===== src/rtl/trap_controller_if.sv =====
// Signal bundle between the trap sequencer and the surrounding core/CSR logic.
// The slave modport is the trap controller's view; the master modport is the
// core/CSR side that drives retire information and consumes the strobes.
interface trap_controller_if;
  // Core / CSR unit -> trap controller
  logic        irqPending;
  logic        instrRetire;
  logic [31:0] retirePc;
  logic        isMret;
  logic [31:0] mepcValue;

  // Trap controller -> core / CSR unit
  logic        csrWriteEnable;
  logic [31:0] pcFromCore;
  logic        pcRedirect;
  logic [31:0] pcRedirectTarget;
  logic        stallCore;
  logic        irqAck;
  logic        inHandler;

  modport slave (
    input  irqPending,
    input  instrRetire,
    input  retirePc,
    input  isMret,
    input  mepcValue,
    output csrWriteEnable,
    output pcFromCore,
    output pcRedirect,
    output pcRedirectTarget,
    output stallCore,
    output irqAck,
    output inHandler
  );

  modport master (
    output irqPending,
    output instrRetire,
    output retirePc,
    output isMret,
    output mepcValue,
    input  csrWriteEnable,
    input  pcFromCore,
    input  pcRedirect,
    input  pcRedirectTarget,
    input  stallCore,
    input  irqAck,
    input  inHandler
  );
endinterface


===== src/rtl/trap_controller.sv =====
// Machine-mode trap sequencer. Takes a level interrupt at an instruction
// boundary, strobes the resume PC into mepc, redirects fetch to the trap
// vector, and on mret redirects fetch to whatever mepc holds at return time
// (so a software task switch through the CSR bus is honoured).
module trap_controller #(
  parameter logic [31:0] TRAP_VECTOR = 32'h0000_0100
) (
  input  logic           clock,
  input  logic           resetActiveLow,
  trap_controller_if.slave bus
);

  localparam logic [2:0] RUN     = 3'd0;
  localparam logic [2:0] SAVE    = 3'd1;
  localparam logic [2:0] VECTOR  = 3'd2;
  localparam logic [2:0] HANDLER = 3'd3;
  localparam logic [2:0] RETURN  = 3'd4;

  logic [2:0]  state;
  logic [2:0]  nextState;
  logic [31:0] savedPc;

  // Next-state selection; retire inputs only matter in RUN and HANDLER.
  always_comb begin
    // NOTE: default first so every path assigns nextState and no latch is inferred.
    nextState = state;
    case (state)
      RUN: begin
        if (bus.instrRetire && bus.isMret)
          nextState = RETURN;
        else if (bus.instrRetire && bus.irqPending)
          nextState = SAVE;
      end
      SAVE:    nextState = VECTOR;
      VECTOR:  nextState = HANDLER;
      HANDLER: begin
        if (bus.instrRetire && bus.isMret)
          nextState = RETURN;
      end
      RETURN:  nextState = RUN;
      default: nextState = RUN;
    endcase
  end

  // State register and resume-PC capture on interrupt acceptance.
  always_ff @(posedge clock or negedge resetActiveLow) begin
    if (!resetActiveLow) begin
      state   <= RUN;
      savedPc <= '0;
    end else begin
      // NOTE: non-blocking assignments so all registers update from pre-edge values.
      state <= nextState;
      if (state == RUN && bus.instrRetire && bus.irqPending && !bus.isMret)
        savedPc <= bus.retirePc;
    end
  end

  // Moore output decode; the return target alone follows mepcValue live.
  always_comb begin
    bus.csrWriteEnable   = 1'b0;
    bus.pcFromCore       = savedPc;
    bus.pcRedirect       = 1'b0;
    bus.pcRedirectTarget = '0;
    bus.stallCore        = 1'b0;
    bus.irqAck           = 1'b0;
    bus.inHandler        = 1'b0;
    case (state)
      SAVE: begin
        bus.csrWriteEnable = 1'b1;
        bus.irqAck         = 1'b1;
        bus.stallCore      = 1'b1;
      end
      VECTOR: begin
        bus.pcRedirect       = 1'b1;
        bus.pcRedirectTarget = TRAP_VECTOR;
        bus.stallCore        = 1'b1;
      end
      HANDLER: begin
        bus.inHandler = 1'b1;
      end
      RETURN: begin
        bus.pcRedirect       = 1'b1;
        bus.pcRedirectTarget = bus.mepcValue;
        bus.stallCore        = 1'b1;
      end
      default: ;
    endcase
  end

endmodule

===== src/flat_wrapper.sv =====
// flat-port wrapper written by rule: the top's interface ports become plain ports
module trap_controller_flat 
#(
  parameter logic [31:0] TRAP_VECTOR = 32'h0000_0100
)
  (clock, resetActiveLow, bus_irqPending, bus_instrRetire, bus_retirePc, bus_isMret, bus_mepcValue, bus_csrWriteEnable, bus_pcFromCore, bus_pcRedirect, bus_pcRedirectTarget, bus_stallCore, bus_irqAck, bus_inHandler);
  trap_controller_if bus_i ();
  input  logic clock;
  input  logic resetActiveLow;
  input wire logic [$bits(bus_i.irqPending)-1:0] bus_irqPending;
  input wire logic [$bits(bus_i.instrRetire)-1:0] bus_instrRetire;
  input wire logic [$bits(bus_i.retirePc)-1:0] bus_retirePc;
  input wire logic [$bits(bus_i.isMret)-1:0] bus_isMret;
  input wire logic [$bits(bus_i.mepcValue)-1:0] bus_mepcValue;
  output wire logic [$bits(bus_i.csrWriteEnable)-1:0] bus_csrWriteEnable;
  output wire logic [$bits(bus_i.pcFromCore)-1:0] bus_pcFromCore;
  output wire logic [$bits(bus_i.pcRedirect)-1:0] bus_pcRedirect;
  output wire logic [$bits(bus_i.pcRedirectTarget)-1:0] bus_pcRedirectTarget;
  output wire logic [$bits(bus_i.stallCore)-1:0] bus_stallCore;
  output wire logic [$bits(bus_i.irqAck)-1:0] bus_irqAck;
  output wire logic [$bits(bus_i.inHandler)-1:0] bus_inHandler;
  assign bus_i.irqPending = bus_irqPending;
  assign bus_i.instrRetire = bus_instrRetire;
  assign bus_i.retirePc = bus_retirePc;
  assign bus_i.isMret = bus_isMret;
  assign bus_i.mepcValue = bus_mepcValue;
  assign bus_csrWriteEnable = bus_i.csrWriteEnable;
  assign bus_pcFromCore = bus_i.pcFromCore;
  assign bus_pcRedirect = bus_i.pcRedirect;
  assign bus_pcRedirectTarget = bus_i.pcRedirectTarget;
  assign bus_stallCore = bus_i.stallCore;
  assign bus_irqAck = bus_i.irqAck;
  assign bus_inHandler = bus_i.inHandler;
  trap_controller #(.TRAP_VECTOR(TRAP_VECTOR)) u_core (.clock(clock), .resetActiveLow(resetActiveLow), .bus(bus_i));
endmodule

===== config.mk =====
export PLATFORM = sky130hd
export DESIGN_NAME = trap_controller_flat
export DESIGN_NICKNAME = d
export VERILOG_FILES = /design/src/rtl/trap_controller_if.sv /design/src/rtl/trap_controller.sv /design/src/flat_wrapper.sv
export SDC_FILE = /design/constraint.sdc
export NUM_CORES = 1
export LEC_CHECK = 0
export CORE_MARGIN = 10
export CORE_UTILIZATION = 30
export DETAILED_ROUTE_END_ITERATION = 8
export PLACE_DENSITY = 0.83
export SKIP_CTS_REPAIR_TIMING = 1
export SLEW_MARGIN = 0
export SYNTH_ARGS = -nofsm -noshare
export SYNTH_HDL_FRONTEND = slang
export SYNTH_SLANG_ARGS = --single-unit

===== constraint.sdc =====
create_clock -name clock -period 1.65 [get_ports clock]
set_clock_uncertainty 0.2 [all_clocks]
set_input_delay 0.2475 -clock clock [delete_from_list [all_inputs] [get_ports clock]]
set_output_delay 0.2475 -clock clock [all_outputs]
set_load 0.05 [all_outputs]

== Word-level counts from Yosys, hierarchy flattened ==
Index checks and enable logic that the tools add are counted.
Word-level totals
  input port bits: 69
  output and inout bits: 69
  RAM bits: 0
  memories: 0
  memory bits (read-only): 0
  word-level logic and storage cells: 27
  register bits after elaboration: 35
  latch bits: 0
Cells by class
  multipliers: 0
  add/subtract/negate cells: 0
  bitwise logic cells: 0
  reductions and logical operators: 10
  magnitude comparators: 0
  multiplexer cells: 9
  shift operators: 0
  equality and inequality tests: 6
  div/mod/pow operators: 0
Operators with widths (number)
  case mux 32 bit (2 select lines): 1
  case mux 3 bit (4 select lines): 1
  2-to-1 mux 3 bit: 3
  equality test 3 x 2 -> 1 bit (second input constant): 2
  logical AND 1 bit: 5
  2-to-1 mux 1 bit: 4
  equality test 3 x 1 -> 1 bit (second input constant): 1
  equality test 3 bit (second input constant): 1
  zero test 3 bit: 1
  != test 3 x 1 -> 1 bit (second input constant): 1
  OR reduction 3 bit: 1
  != test 2 x 1 -> 1 bit (second input constant): 1
  AND reduction 2 bit: 1
  OR reduction 2 bit: 1
  zero test 1 bit: 1

== Depth between registers and ports, before layout ==
Gate-level depths: netlist (run 1).
  depth in word-level cells: 4
  gate-level depth with buffers: 4
  depth with buffers taken out: 3

== Worst setup path after synthesis (run 1) ==
No wires, ideal clock.
  path type: reg2out
  start: register u_core.state[2]
  end: output port bus_stallCore
  arrival: 2.301 ns
  path slack: -1.099 ns
  stages on the path, launching flop included: 4
  path buffers: 1
  required time: 1.202 ns
  cells stage by stage: dfrtp_1 clkbuf_1 nor3b_1 or2_2
On the way
  cells in the longest elaborated chain, start to end: 3
  elaborated cells between the ends (all ways): 5
  classes of those cells: 3 x eq/ne; 1 x mux; 1 x reduce/logical
RTL lines
  start, declared: line trap_controller.sv:19  | logic [2:0] state;
  start signal, assigned: line trap_controller.sv:52  | state <= nextState;
  equality test 3 x 2 -> 1 bit, or another cell as far along: line trap_controller.sv:67  | case (state)
  OR reduction 3 bit (no source line) *
  2-to-1 mux 1 bit *: line trap_controller.sv:67
  end, declared: line flat_wrapper.sv:19  | output wire logic [$bits(bus_i.stallCore)-1:0] bus_stallCore;
Every way passes the cells marked *; elsewhere a longest branch is shown, timed or not.

== Worst setup path after layout (run 1) ==
Same ends and word-level chain as after synthesis.

==> results.md, run 1 <==
* Die height at 96.31 µm
* Initial drt markers at 18
* Area of the multi-input gates at ~1000 µm²
* CP delay by family, top: simple AND/OR/NAND/NOR gates
* Register bit total from synthesis at 35
* Place WS at -0.1332 ns
* Tcrit/Tclk final at 1.179
* Status: finished, violations left
* Top post-synthesis cells by count: dfrtp_1, and3_1, mux2_4
* Worst path depth at 5
* WL/cell at 20.59 µm
* Syn Nets at about 200
* Full die area at ~9300 µm²
* DRT Pass-1 Iters at 4
* Power Density at around 1600 nW/µm²
* P&R area growth vs syn at 152.4%
* Row cnt at 27
* DRT antenna net count at 0
* Max Cap Violations at 0
* Vias in the first global route at 1842
* Remaining DRCs at 0
* Hold WS at around 0.18 ns
* Initial Utilization at 0.3134
* TritonCTS buffer count at 5
* Sequential share of the synthesized area at 0.5014
* I/O Buffers at about 140
* TritonCTS clock tree: built
* Cell Count, Final, Fillers Out at around 360
* Worst Tran Pin Value at approximately 0.29 ns
* Post-layout nets at ~350
* Clock latency on the worst-skew pair at approximately 0.28 ns
* Htree depth at 2
* Sequential cell area at ~900 µm²
* Synth area leader: dfrtp_1
* CP endpoint kind: primary output
* CP peak stage delay at around 0.40 ns
* IO Pins at about 140
* Worst hold path type: primary input to async pin
* Register-to-Register Path Depth at 4
* Final WS setup at -0.2947 ns
* Gr usage total at 0.1424
* Crit-path cells: buf_6 > or2b_4 > a21oi_4 > or2_4 > buf_12
* Post-Place Cells at 344
* Syn_area_per_cell at 13.65 µm²
* Worst Setup Path Type: register to primary output
* Via-per-instance ratio at about 4.6
* CP Buf/Inv Count at 2
* Startpoint type of the worst setup path: register
* Most common flop cell mapped by yosys: dfrtp_1
* Yosys warnings at 0
* CTS root buf: clkbuf_8
* Maximum clock rate at 514.2 MHz
* Asr flop ratio synth at 1.000
* Minimum clock period at 1.945 ns
* Initial antenna violation count at 0
* Detail Placement HPWL at approximately 6000 µm
* Vias at 1646
* Cell Area, Synth at between 1500 and 2000 µm²
* Most frequent cell after synthesis: dfrtp_1
* Critical path's slowest cell: dfrtp_1
* Pwr Total at about 0.0072 W
* GRT overflow at 0
* Ant diodes at 0
* Fill cells at roughly 300
* RSZ-0062 raised after global routing: yes
* Worst vdd ir at about 1.0 mV
* Largest net degree at the start of global routing at 26
* Post-Synthesis Cells at between 100 and 150
* TritonCTS Sinks at 35
* Max Slew Vio Count at 0
* Netlist cell types at 23
* Final WL at 7308 µm
* Layout cell share with drive strength beyond 1 at 0.6042
* WP data arrival at 1.50 ns
* P_leak at just under 2 nW
* Hold Vio Cnt, Final at 0
* Top-area cell type share of the netlist area at 0.5014
* Violated checks: negative setup slack
* CP Max Fanout at 6
* Endpoints failing setup at 69
* Setup_tns at -10.15 ns
* Global-route wire length before repair at approximately 10000 µm
* Setup slack, reg-to-reg at -0.06 ns
* Post-synth EDFFs at 0
* Largest cells by area after synthesis: dfrtp_1, mux2_4, and3_1, buf_6, clkbuf_1
* Relative slew margins at 0.8053
* Die Wd at roughly 96 µm
* Core area at roughly 5600 µm²
* CP required at around 1.2 ns
* Clock Tree Buf Depth at 2
* Clk slew on worst S/H paths at ~0.080 ns
* GPL Wtd Cong at around 0.8
-- worst register-to-register path, stage by stage, from the launching register on --
cell and delay (ns):
dfrtp_2 0.47, nor3_4 0.23, nand4_4 0.17, buf_12 0.22, mux2_4 0.30
-- per-stage QoR --
stage | area [µm²] | util
after floorplan | 1931 | -
after global placement | 4184 | 0.7506
after detailed placement | 4184 | 0.7506
after CTS | 4320 | 0.7751
after global routing | 4409 | 0.7910
final | 4409 | 0.7910
-- area by class of cell --
| class | count | share of cell area |
|---|---|---|
| multi-input combinational | 81 | 0.2270 |
| tap | 72 | 0.02043 |
| clock inverter | 3 | 0.01532 |
| timing repair buffer | 158 | 0.5216 |
| clock buffer | 5 | 0.01561 |
| sequential | 35 | 0.1992 |
| inverter | 1 | 0.0008513 |
-- logic make-up after synthesis --
group                  after synthesis  share of synthesized area
AOI/OAI and AO/OA                    6                    0.02149
buffers and inverters               12                    0.04083
muxes                               32                     0.2708
DFF                                 35                     0.5014
and+or+nand+nor                     43                     0.1655
-- metal layers --
| layer | wire (µm) | vias to the layer above | global-route usage |
|---|---|---|---|
| met4 | 40 | 0 | 0.02542 |
| met5 | 0 | - | 0 |
| met2 | 3893 | 86 | 0.2562 |
| li1 | - | 770 | - |
| met3 | 751 | 4 | 0.06693 |
| met1 | 2624 | 786 | 0.1498 |
-- final timing paths --
path | start | end
hold / removal | resetActiveLow | u_core.bus.pcFromCore[12]
setup reg to reg | u_core.state[0] | u_core.bus.pcFromCore[26]
setup / recovery | u_core.state[2] | bus_stallCore
hold reg to reg | u_core.bus.pcFromCore[15] | u_core.bus.pcFromCore[15]
min in group clock | bus_retirePc[22] | u_core.bus.pcFromCore[22]
max in group asynchronous | resetActiveLow | u_core.state[1]
-- state kept, by name, summed over array words and instances (netlist names) --
name	count
u_core.state	3
u_core.bus.pcFromCore	32
-- placed cells by master, fill, tap and decap left out, types with 2 or more instances in the layout --
master / instances
buf_4: 11
dfrtp_2: 2
bufinv_16: 2
buf_12: 73
clkdlybuf4s50_1: 67
and2_1: 2
mux2_2: 2
clkbuf_8: 5
dfrtp_1: 33
and3_4: 31
mux2_4: 30
buf_6: 4
-- power breakdown --
group          switching [W]  internal [W]
Combinational        0.00222       0.00244
Clock               0.000314      0.000603
Sequential          0.000427       0.00120
Total                0.00296       0.00424
No activity file was read; power rests on OpenSTA's default activity.
==> inputs of run 2 (changes only) <==
Settings changed: HOLD_SLACK_MARGIN set to 0.12.
==> results of run 2 <==
No change in the layout: final DEF, timing and power equal those of run 1.
